File: config.mk
export PLATFORM = sky130hd
export DESIGN_NAME = byte_serializer
export DESIGN_NICKNAME = d
export VERILOG_FILES = /design/src/rtl/byte_serializer_pkg.sv /design/src/rtl/byte_serializer_phase_timer.sv /design/src/rtl/byte_serializer.sv
export SDC_FILE = /design/constraint.sdc
export NUM_CORES = 1
export LEC_CHECK = 0
export CAP_MARGIN = 25
export CELL_PAD_IN_SITES_DETAIL_PLACEMENT = 1
export CELL_PAD_IN_SITES_GLOBAL_PLACEMENT = 2
export CORE_MARGIN = 5
export CORE_UTILIZATION = 32
export DETAILED_ROUTE_END_ITERATION = 7
export GPL_ROUTABILITY_DRIVEN = 0
export GPL_TIMING_DRIVEN = 0
export HOLD_SLACK_MARGIN = 0.03
export MAX_ROUTING_LAYER = met4
export PLACE_DENSITY_LB_ADDON = 0.3
export SYNTH_ARGS = -nofsm -noshare
export SYNTH_HDL_FRONTEND = slang
export SYNTH_SLANG_ARGS = --single-unit
File: constraint.sdc
create_clock -name clk -period 2.2 [get_ports clk]
set_input_delay 0.22 -clock clk [delete_from_list [all_inputs] [get_ports clk]]
set_output_delay 0.22 -clock clk [all_outputs]
set_load 0.02 [all_outputs]
File: src/rtl/byte_serializer_pkg.sv
// Shared types and default constants for the byte serializer.
package byte_serializer_pkg;

  typedef enum logic [1:0] {
    StIdle,
    StHold,
    StGap,
    StWait
  } ser_state_t;

  localparam int unsigned SER_WIDTH    = 8;
  localparam int unsigned SER_BIT_HOLD = 50;
  localparam int unsigned SER_BIT_GAP  = 50;

  function automatic int unsigned max_u(input int unsigned a, input int unsigned b);
    return (a > b) ? a : b;
  endfunction

endpackage

File: src/rtl/byte_serializer_phase_timer.sv
// Loadable down-counter; done_o is high once the count has reached zero.
module byte_serializer_phase_timer #(
  parameter int unsigned Width = 6
) (
  input  logic             clk_i,
  input  logic             rst_i,
  input  logic             load_i,
  input  logic [Width-1:0] load_val_i,
  output logic             done_o
);

  logic [Width-1:0] cnt_q;

  // Loading N-1 on phase entry makes the phase last exactly N cycles.
  always_ff @(posedge clk_i) begin
    if (rst_i) begin
      cnt_q <= '0;
    end else if (load_i) begin
      cnt_q <= load_val_i;
    end else if (cnt_q != '0) begin
      cnt_q <= cnt_q - 1'b1;
    end
  end

  assign done_o = (cnt_q == '0);

endmodule

File: src/rtl/byte_serializer.sv
// Parallel-to-serial word replay with paced write strobes and downstream stall.
// Define BYTE_SERIALIZER_LSB_FIRST_EN to emit bits LSB first (default MSB first).
module byte_serializer
  import byte_serializer_pkg::*;
#(
  parameter int unsigned WIDTH    = SER_WIDTH,
  parameter int unsigned BIT_HOLD = SER_BIT_HOLD,
  parameter int unsigned BIT_GAP  = SER_BIT_GAP
) (
  input  logic             clk,
  input  logic             rst,
  input  logic [WIDTH-1:0] data_in,
  input  logic             valid_in,
  output logic             ready_out,
  input  logic             stall_in,
  output logic             data_out,
  output logic             write_out,
  output logic             busy_out
);

  localparam int unsigned TimerW = $clog2(max_u(BIT_HOLD, BIT_GAP) + 1);
  localparam int unsigned CntW   = $clog2(WIDTH + 1);
  localparam logic [TimerW-1:0] HoldLoad = TimerW'(BIT_HOLD - 1);
  localparam logic [TimerW-1:0] GapLoad  = TimerW'(BIT_GAP - 1);

  ser_state_t        state_q, state_d;
  logic [WIDTH-1:0]  sreg_q, sreg_d, sreg_shifted;
  logic [CntW-1:0]   bit_cnt_q, bit_cnt_d;
  logic              tmr_load, tmr_done, cur_bit;
  logic [TimerW-1:0] tmr_val;

`ifdef BYTE_SERIALIZER_LSB_FIRST_EN
  assign cur_bit      = sreg_q[0];
  assign sreg_shifted = sreg_q >> 1;
`else
  assign cur_bit      = sreg_q[WIDTH-1];
  assign sreg_shifted = sreg_q << 1;
`endif

  byte_serializer_phase_timer #(
    .Width(TimerW)
  ) u_phase_timer (
    .clk_i     (clk),
    .rst_i     (rst),
    .load_i    (tmr_load),
    .load_val_i(tmr_val),
    .done_o    (tmr_done)
  );

  always_ff @(posedge clk) begin
    if (rst) begin
      state_q   <= StIdle;
      sreg_q    <= '0;
      bit_cnt_q <= '0;
    end else begin
      state_q   <= state_d;
      sreg_q    <= sreg_d;
      bit_cnt_q <= bit_cnt_d;
    end
  end

  always_comb begin
    state_d   = state_q;
    sreg_d    = sreg_q;
    bit_cnt_d = bit_cnt_q;
    tmr_load  = 1'b0;
    tmr_val   = HoldLoad;
    unique case (state_q)
      StIdle: begin
        if (valid_in && ready_out) begin
          sreg_d    = data_in;
          bit_cnt_d = '0;
          tmr_load  = 1'b1;
          state_d   = stall_in ? StWait : StHold;
        end
      end
      StHold: begin
        if (tmr_done) begin
          tmr_load = 1'b1;
          tmr_val  = GapLoad;
          state_d  = StGap;
        end
      end
      StGap: begin
        if (tmr_done) begin
          bit_cnt_d = bit_cnt_q + 1'b1;
          if (bit_cnt_q == CntW'(WIDTH - 1)) begin
            state_d = StIdle;
          end else begin
            sreg_d   = sreg_shifted;
            tmr_load = 1'b1;
            state_d  = stall_in ? StWait : StHold;
          end
        end
      end
      StWait: begin
        if (!stall_in) begin
          tmr_load = 1'b1;
          state_d  = StHold;
        end
      end
      default: state_d = StIdle;
    endcase
  end

  assign ready_out = (state_q == StIdle) && !rst;
  assign busy_out  = (state_q != StIdle);
  assign write_out = (state_q == StHold);
  // Idle keeps the line quiet rather than showing a stale residue bit.
  assign data_out  = busy_out & cur_bit;

endmodule

# --- Word-level counts from Yosys, hierarchy flattened ---
# Index checks and enable logic that the tools add are counted.
totals:
  ff_bits: 20
  inputBits: 12
classes:
  n_reduce_logical: 13
  eq_ne: 9
  add_sub_neg: 2
  n_mux: 22
  n_bitwise: 1
ops:
  columns: ["op", "count"]
  rows:
  - ["$mux 8", 3]
  - ["$pmux 8 s2", 1]
  - ["$mux 2", 6]
  - ["$mux 6", 2]
  - ["$mux 4", 2]
  - ["$ne 2x2->1 const B", 4]
  - ["$pmux 2 s4", 1]
  - ["$pmux 4 s2", 1]
  - ["$reduce_and 4->1", 2]
  - ["$logic_not 6->1", 1]
  - ["$reduce_bool 2->1", 3]
  - ["$reduce_bool 6->1", 1]
  - ["$sub 6x1->6 const B", 1]
  - ["$mux 1", 5]
  - ["$add 4x1->4 const B", 1]
  - ["$eq 2x2->1 const B", 2]
  - ["$eq 4x3->1 const B", 1]
  - ["$pmux 1 s4", 1]
  - ["$reduce_and 3->1", 1]
  - ["$eq 2x1->1 const B", 1]
  - ["$logic_and 1x1->1", 2]
  - ["$logic_not 2->1", 1]
  - ["$ne 2x1->1 const B", 1]
  - ["$reduce_or 2->1", 1]
  - ["other kinds (2)", 2]

# --- Logic depth before layout (Yosys ltp) ---
logic_depth:
  depth_word: 6
  mapped_depth: 7

# --- By module ---
# Synthesis repeated with hierarchy kept, for this count alone.
unflattened:
  hier_cells: 133
  area_unflattened_um2: 1178.6
modules_own_cells:
  columns: ["mod", "instances", "cells_per_inst", "area_per_inst_um2"]
  rows:
  - ["byte_serializer", 1, 87, 783.3]
  - ["byte_serializer_phase_timer", 1, 46, 395.4]

# --- Worst setup path after synthesis ---
# No wires, ideal clock.
synth_path:
  path_type: "reg2reg"
  startpoint: "reg u_phase_timer.cnt_q[0]"
  endpoint: "reg sreg_q[5]"
  slack_ns: 0.544
  required_time_ns: 2.112
  arrival_time_ns: 1.568
  path_stages_with_launch: 8
  n_path_buf: 1
  path_cell_list: "dfxtp_1 inv_1 ha_1 nor3b_2 a41o_4 buf_6 nor2_1 a311oi_2"
synth_between:
  elab_chain_len: 3
synth_rtl:
  columns: ["element", "line_no", "text"]
  rows:
  - ["from (decl)", "byte_serializer_phase_timer.sv:12", "logic [Width-1:0] cnt_q;"]
  - ["from (signal assigned)", "byte_serializer_phase_timer.sv:19", "cnt_q <= load_val_i;"]
  - ["from (signal assigned)", "byte_serializer_phase_timer.sv:21", "cnt_q <= cnt_q - 1'b1;"]
  - ["$logic_not 6->1", "byte_serializer_phase_timer.sv:25", "assign done_o = (cnt_q == '0);"]
  - ["$ne 2x2->1 (no source line)", null, null]
  - ["$reduce_and 4->1 (no source line)", null, null]
  - ["to (signal assigned)", "byte_serializer.sv:57", "sreg_q <= sreg_d;"]
  - ["to (decl)", "byte_serializer.sv:27", "logic [WIDTH-1:0] sreg_q, sreg_d, sreg_shifted;"]
# No other way between the ends.
# A chain may end at the register's enable or synchronous reset.

# --- Worst setup path after layout ---
layout_path:
  startpoint: "reg state_q[1]"
  endpoint: "out data_out"
layout_between:
  elab_chain_len: 2
layout_rtl:
  columns: ["element", "line_no", "text"]
  rows:
  - ["from (decl)", "byte_serializer.sv:26", "ser_state_t state_q, state_d;"]
  - ["from (signal assigned)", "byte_serializer.sv:52", "state_q <= StIdle;"]
  - ["from (signal assigned)", "byte_serializer.sv:56", "state_q <= state_d;"]
  - ["$reduce_bool 2->1", "byte_serializer.sv:107", "assign busy_out = (state_q != StIdle);"]
  - ["$and 1x1->1", "byte_serializer.sv:110", "assign data_out = busy_out & cur_bit;"]
  - ["to (decl)", "byte_serializer.sv:16", "output logic data_out,"]
# No other way between the ends.

==> reports/qor.yml <==
synthesis:
  synth-edff-count: 0
  async_flop_share_pct: 0
  avgSynthCellArea_um2: 8.82
  yosys.cell_types.count: 42
  ys_ff_latch: 20
  synthFlopType: "dfxtp_1"
  ys_warn_count: 0
  synth_fp_nets: 137
  syn_area_um2: 1080
  yosysSeqAreaShare_pct: 36.9
  synth_cells: 123
worst_setup_path:
  reg2reg_depth: 7
  cp_max_fo: 10
  criticalPathCategory: "flip-flop to output pin"
  critPathBufInv: 2
  crit_path_max_incr_delay_ns: 0.53
  path_cells: "buf_2, or2_2, and2_1, clkdlybuf4s50_1"
  reg2reg_to: "sreg_q[6]$_SDFFE_PP0P_"
  startpoint: "state_q[1]$_SDFFE_PP0P_"
  r2r-start: "u_phase_timer.cnt_q[0]$_SDFFE_PP0P_"
  path_depth: 4
  critPathCapture: "data_out"
  arrival_ns: 1.88
  cp-start-kind: "flip-flop"
  worstPathRequired_ns: 1.98
  r2r_slack_ns: 0.30
  cpMaxStageDelayCell: "clkdlybuf4s50_1"
  cp-end-kind: "output pin"
  cpLargestDelayFamily: "buffers and inverters"
finish:
  final_cell_mix: "nand2_1, dfxtp_1, nor2_1, clkdlybuf4s50_1"
  num_antenna_cells: 0
  drive_gt1_share_pct: 14.3
  synthToLayoutAreaGrowth_pct: 22.0
  finalNonFillerCells: 186
  nFillCells: 419
  layout.nets: 155
power:
  leakagePower_uw: 0.000500
  peakVddDrop_v: 0.000456
  p_per_area_nw_per_um2: 1300
timing:
  setup_viol: 0
  slew_headroom_pct: 72.2
  final_max_slew_viol_count: 0
  rsz0062_at_grt: "no"
  post-route-period-util_pct: 95.3
  setup_slack_ns: 0.103
  fmax_mhz: 477
  hold_violations: 0
  skew_ns: 0.00331
  worst_pin_slew_ns: 0.406
  fin_setup_tns_ns: 0
  period_needed_ns: 2.10
floorplanning:
  initial_core_util_pct: 32.8
  dieArea_um2: 4650
  placementRows: 21
  io_pins: 16
  die_h_um: 68.2
  die_w_um: 68.2
  core_um2: 3310
placement:
  place_ws_ns: 0.215
  portBuffers: 14
  dp.cells: 183
  dpl.hpwl_um: 2110
drt:
  wl_per_cell_um: 14.8
  wl_um: 2760
  first_pass_iters: 4
  drtAntennaViolNets: 0
  routed-via-count: 963
  drc: 0
  viasPerCell: 5.18
  first_iter_violations: 31
clocking:
  clk_pin_slew_ns: 0.12
  numCtsBuffers: 3
  cts.sinks: 20
  cts_max_level: 1
  clk_latency_ns: 0.31
  ctsLongestPathBuffers: 2
  holdBufCountCts: 0
  post-cts-setup-buffers: 0
  post_cts_resized: 0
  clockRootBuffer: "clkbuf_4"
  cts_tree: "built"
grt:
  grt_pass1_vias: 1060
  grt_pass1_wl_um: 4920
  antenna_found_initial: 0
  overflow: 0
  groute.usage.overall_pct: 14.6
  grt_max_degree: 12
min_path:
  hold_path_class: "primary input to flip-flop"
  holdCritStartpoint: "rst"
outcome:
  status: "finished clean"
run:
  cap_violations: 0
==> metal layers <==
metal | GRT usage (%) | up-vias | part of all wire [%]
li1 | - | 479 | -
met1 | 16.1 | 469 | 43
met2 | 25.5 | 11 | 53
met3 | 2.30 | 4 | 2.6
met4 | 6.95 | 0 | 1.3
met5 | - | - | 0
==> how the worst min path moves through the flow <==
stage | cells after the start | slack [ns] | endpoint
4_1_cts | 2 | 0.14 | sreg_q[2]$_SDFFE_PP0P_
5_1_grt | 2 | 0.13 | sreg_q[7]$_SDFFE_PP0P_
3_5_place_dp | 2 | 0.47 | sreg_q[0]$_SDFFE_PP0P_
3_3_place_gp | 2 | 0.47 | sreg_q[0]$_SDFFE_PP0P_
6_report | 2 | 0.14 | sreg_q[2]$_SDFFE_PP0P_
2_1_floorplan | 2 | 0.35 | sreg_q[0]$_SDFFE_PP0P_
==> registers in the layout, summed over array words and instances (netlist names) <==
| signal | cells |
|---|---|
| state_q | 2 |
| u_phase_timer.cnt_q | 6 |
| bit_cnt_q | 4 |
| sreg_q | 8 |
==> cells in the mapped netlist (2+ instances only) <==
library cell | number | area (µm²)
a21oi_1 | 3 | 15.0
a311oi_1 | 5 | 43.8
a311oi_2 | 2 | 30.0
a31oi_1 | 5 | 31.3
and2_1 | 2 | 12.5
buf_2 | 2 | 10.0
clkbuf_8 | 2 | 27.5
dfxtp_1 | 20 | 400
ha_1 | 2 | 25.0
inv_1 | 2 | 7.51
mux2_2 | 2 | 22.5
nand2_1 | 20 | 75.1
nand2b_1 | 3 | 18.8
nand3_1 | 2 | 10.0
nand3b_1 | 3 | 22.5
nand4_1 | 3 | 18.8
nor2_1 | 15 | 56.3
nor2b_1 | 2 | 12.5
nor4bb_1 | 2 | 20.0
o21ai_0 | 3 | 15.0
xor2_1 | 2 | 17.5
==> layout make-up <==
type / count / area, µm² / area share (%)
inverters: 2 / 7.51 / 0.567
clock buffers: 4 / 36.3 / 2.74
repair buffers: 14 / 143 / 10.8
plain buffers: 6 / 52.6 / 3.97
multi-input cells: 94 / 627 / 47.4
well taps: 46 / 57.6 / 4.35
flip-flops and latches: 20 / 400 / 30.2
==> report_power, final <==
| part | switching, µW | leakage [µW] | internal [µW] | total [µW] |
|---|---|---|---|---|
| sequential | 131 | 0.000164 | 478 | 609 |
| combinational | 485 | 0.000315 | 402 | 887 |
| clock | 122 | 0.0000210 | 101 | 224 |
| total | 738 | 0.000500 | 981 | 1720 |
==> stage by stage <==
step | cell area (µm²) | util (%) | total power [µW] | hold slack, ns
CTS | 1320 | 39.8 | 1730 | 0.136
detailed placement | 1280 | 38.7 | 1500 | 0.468
global route | 1320 | 40.0 | 1870 | 0.134
global placement | 1280 | 38.7 | 1460 | 0.466
finish | 1320 | 40.0 | 1720 | 0.141
floorplan | 1080 | - | 1230 | 0.350
==> kinds of logic after synthesis <==
logic type      after synthesis  synth area share (%)
simple gates                 63                  32.1
flops                        20                  36.9
mux                           3                  3.00
buf+inv                       9                  5.88
compound gates               23                  17.4
fa+ha+maj                     2                  2.31
xor+xnor                      3                  2.42
No activity file was read; power rests on OpenSTA's default activity.
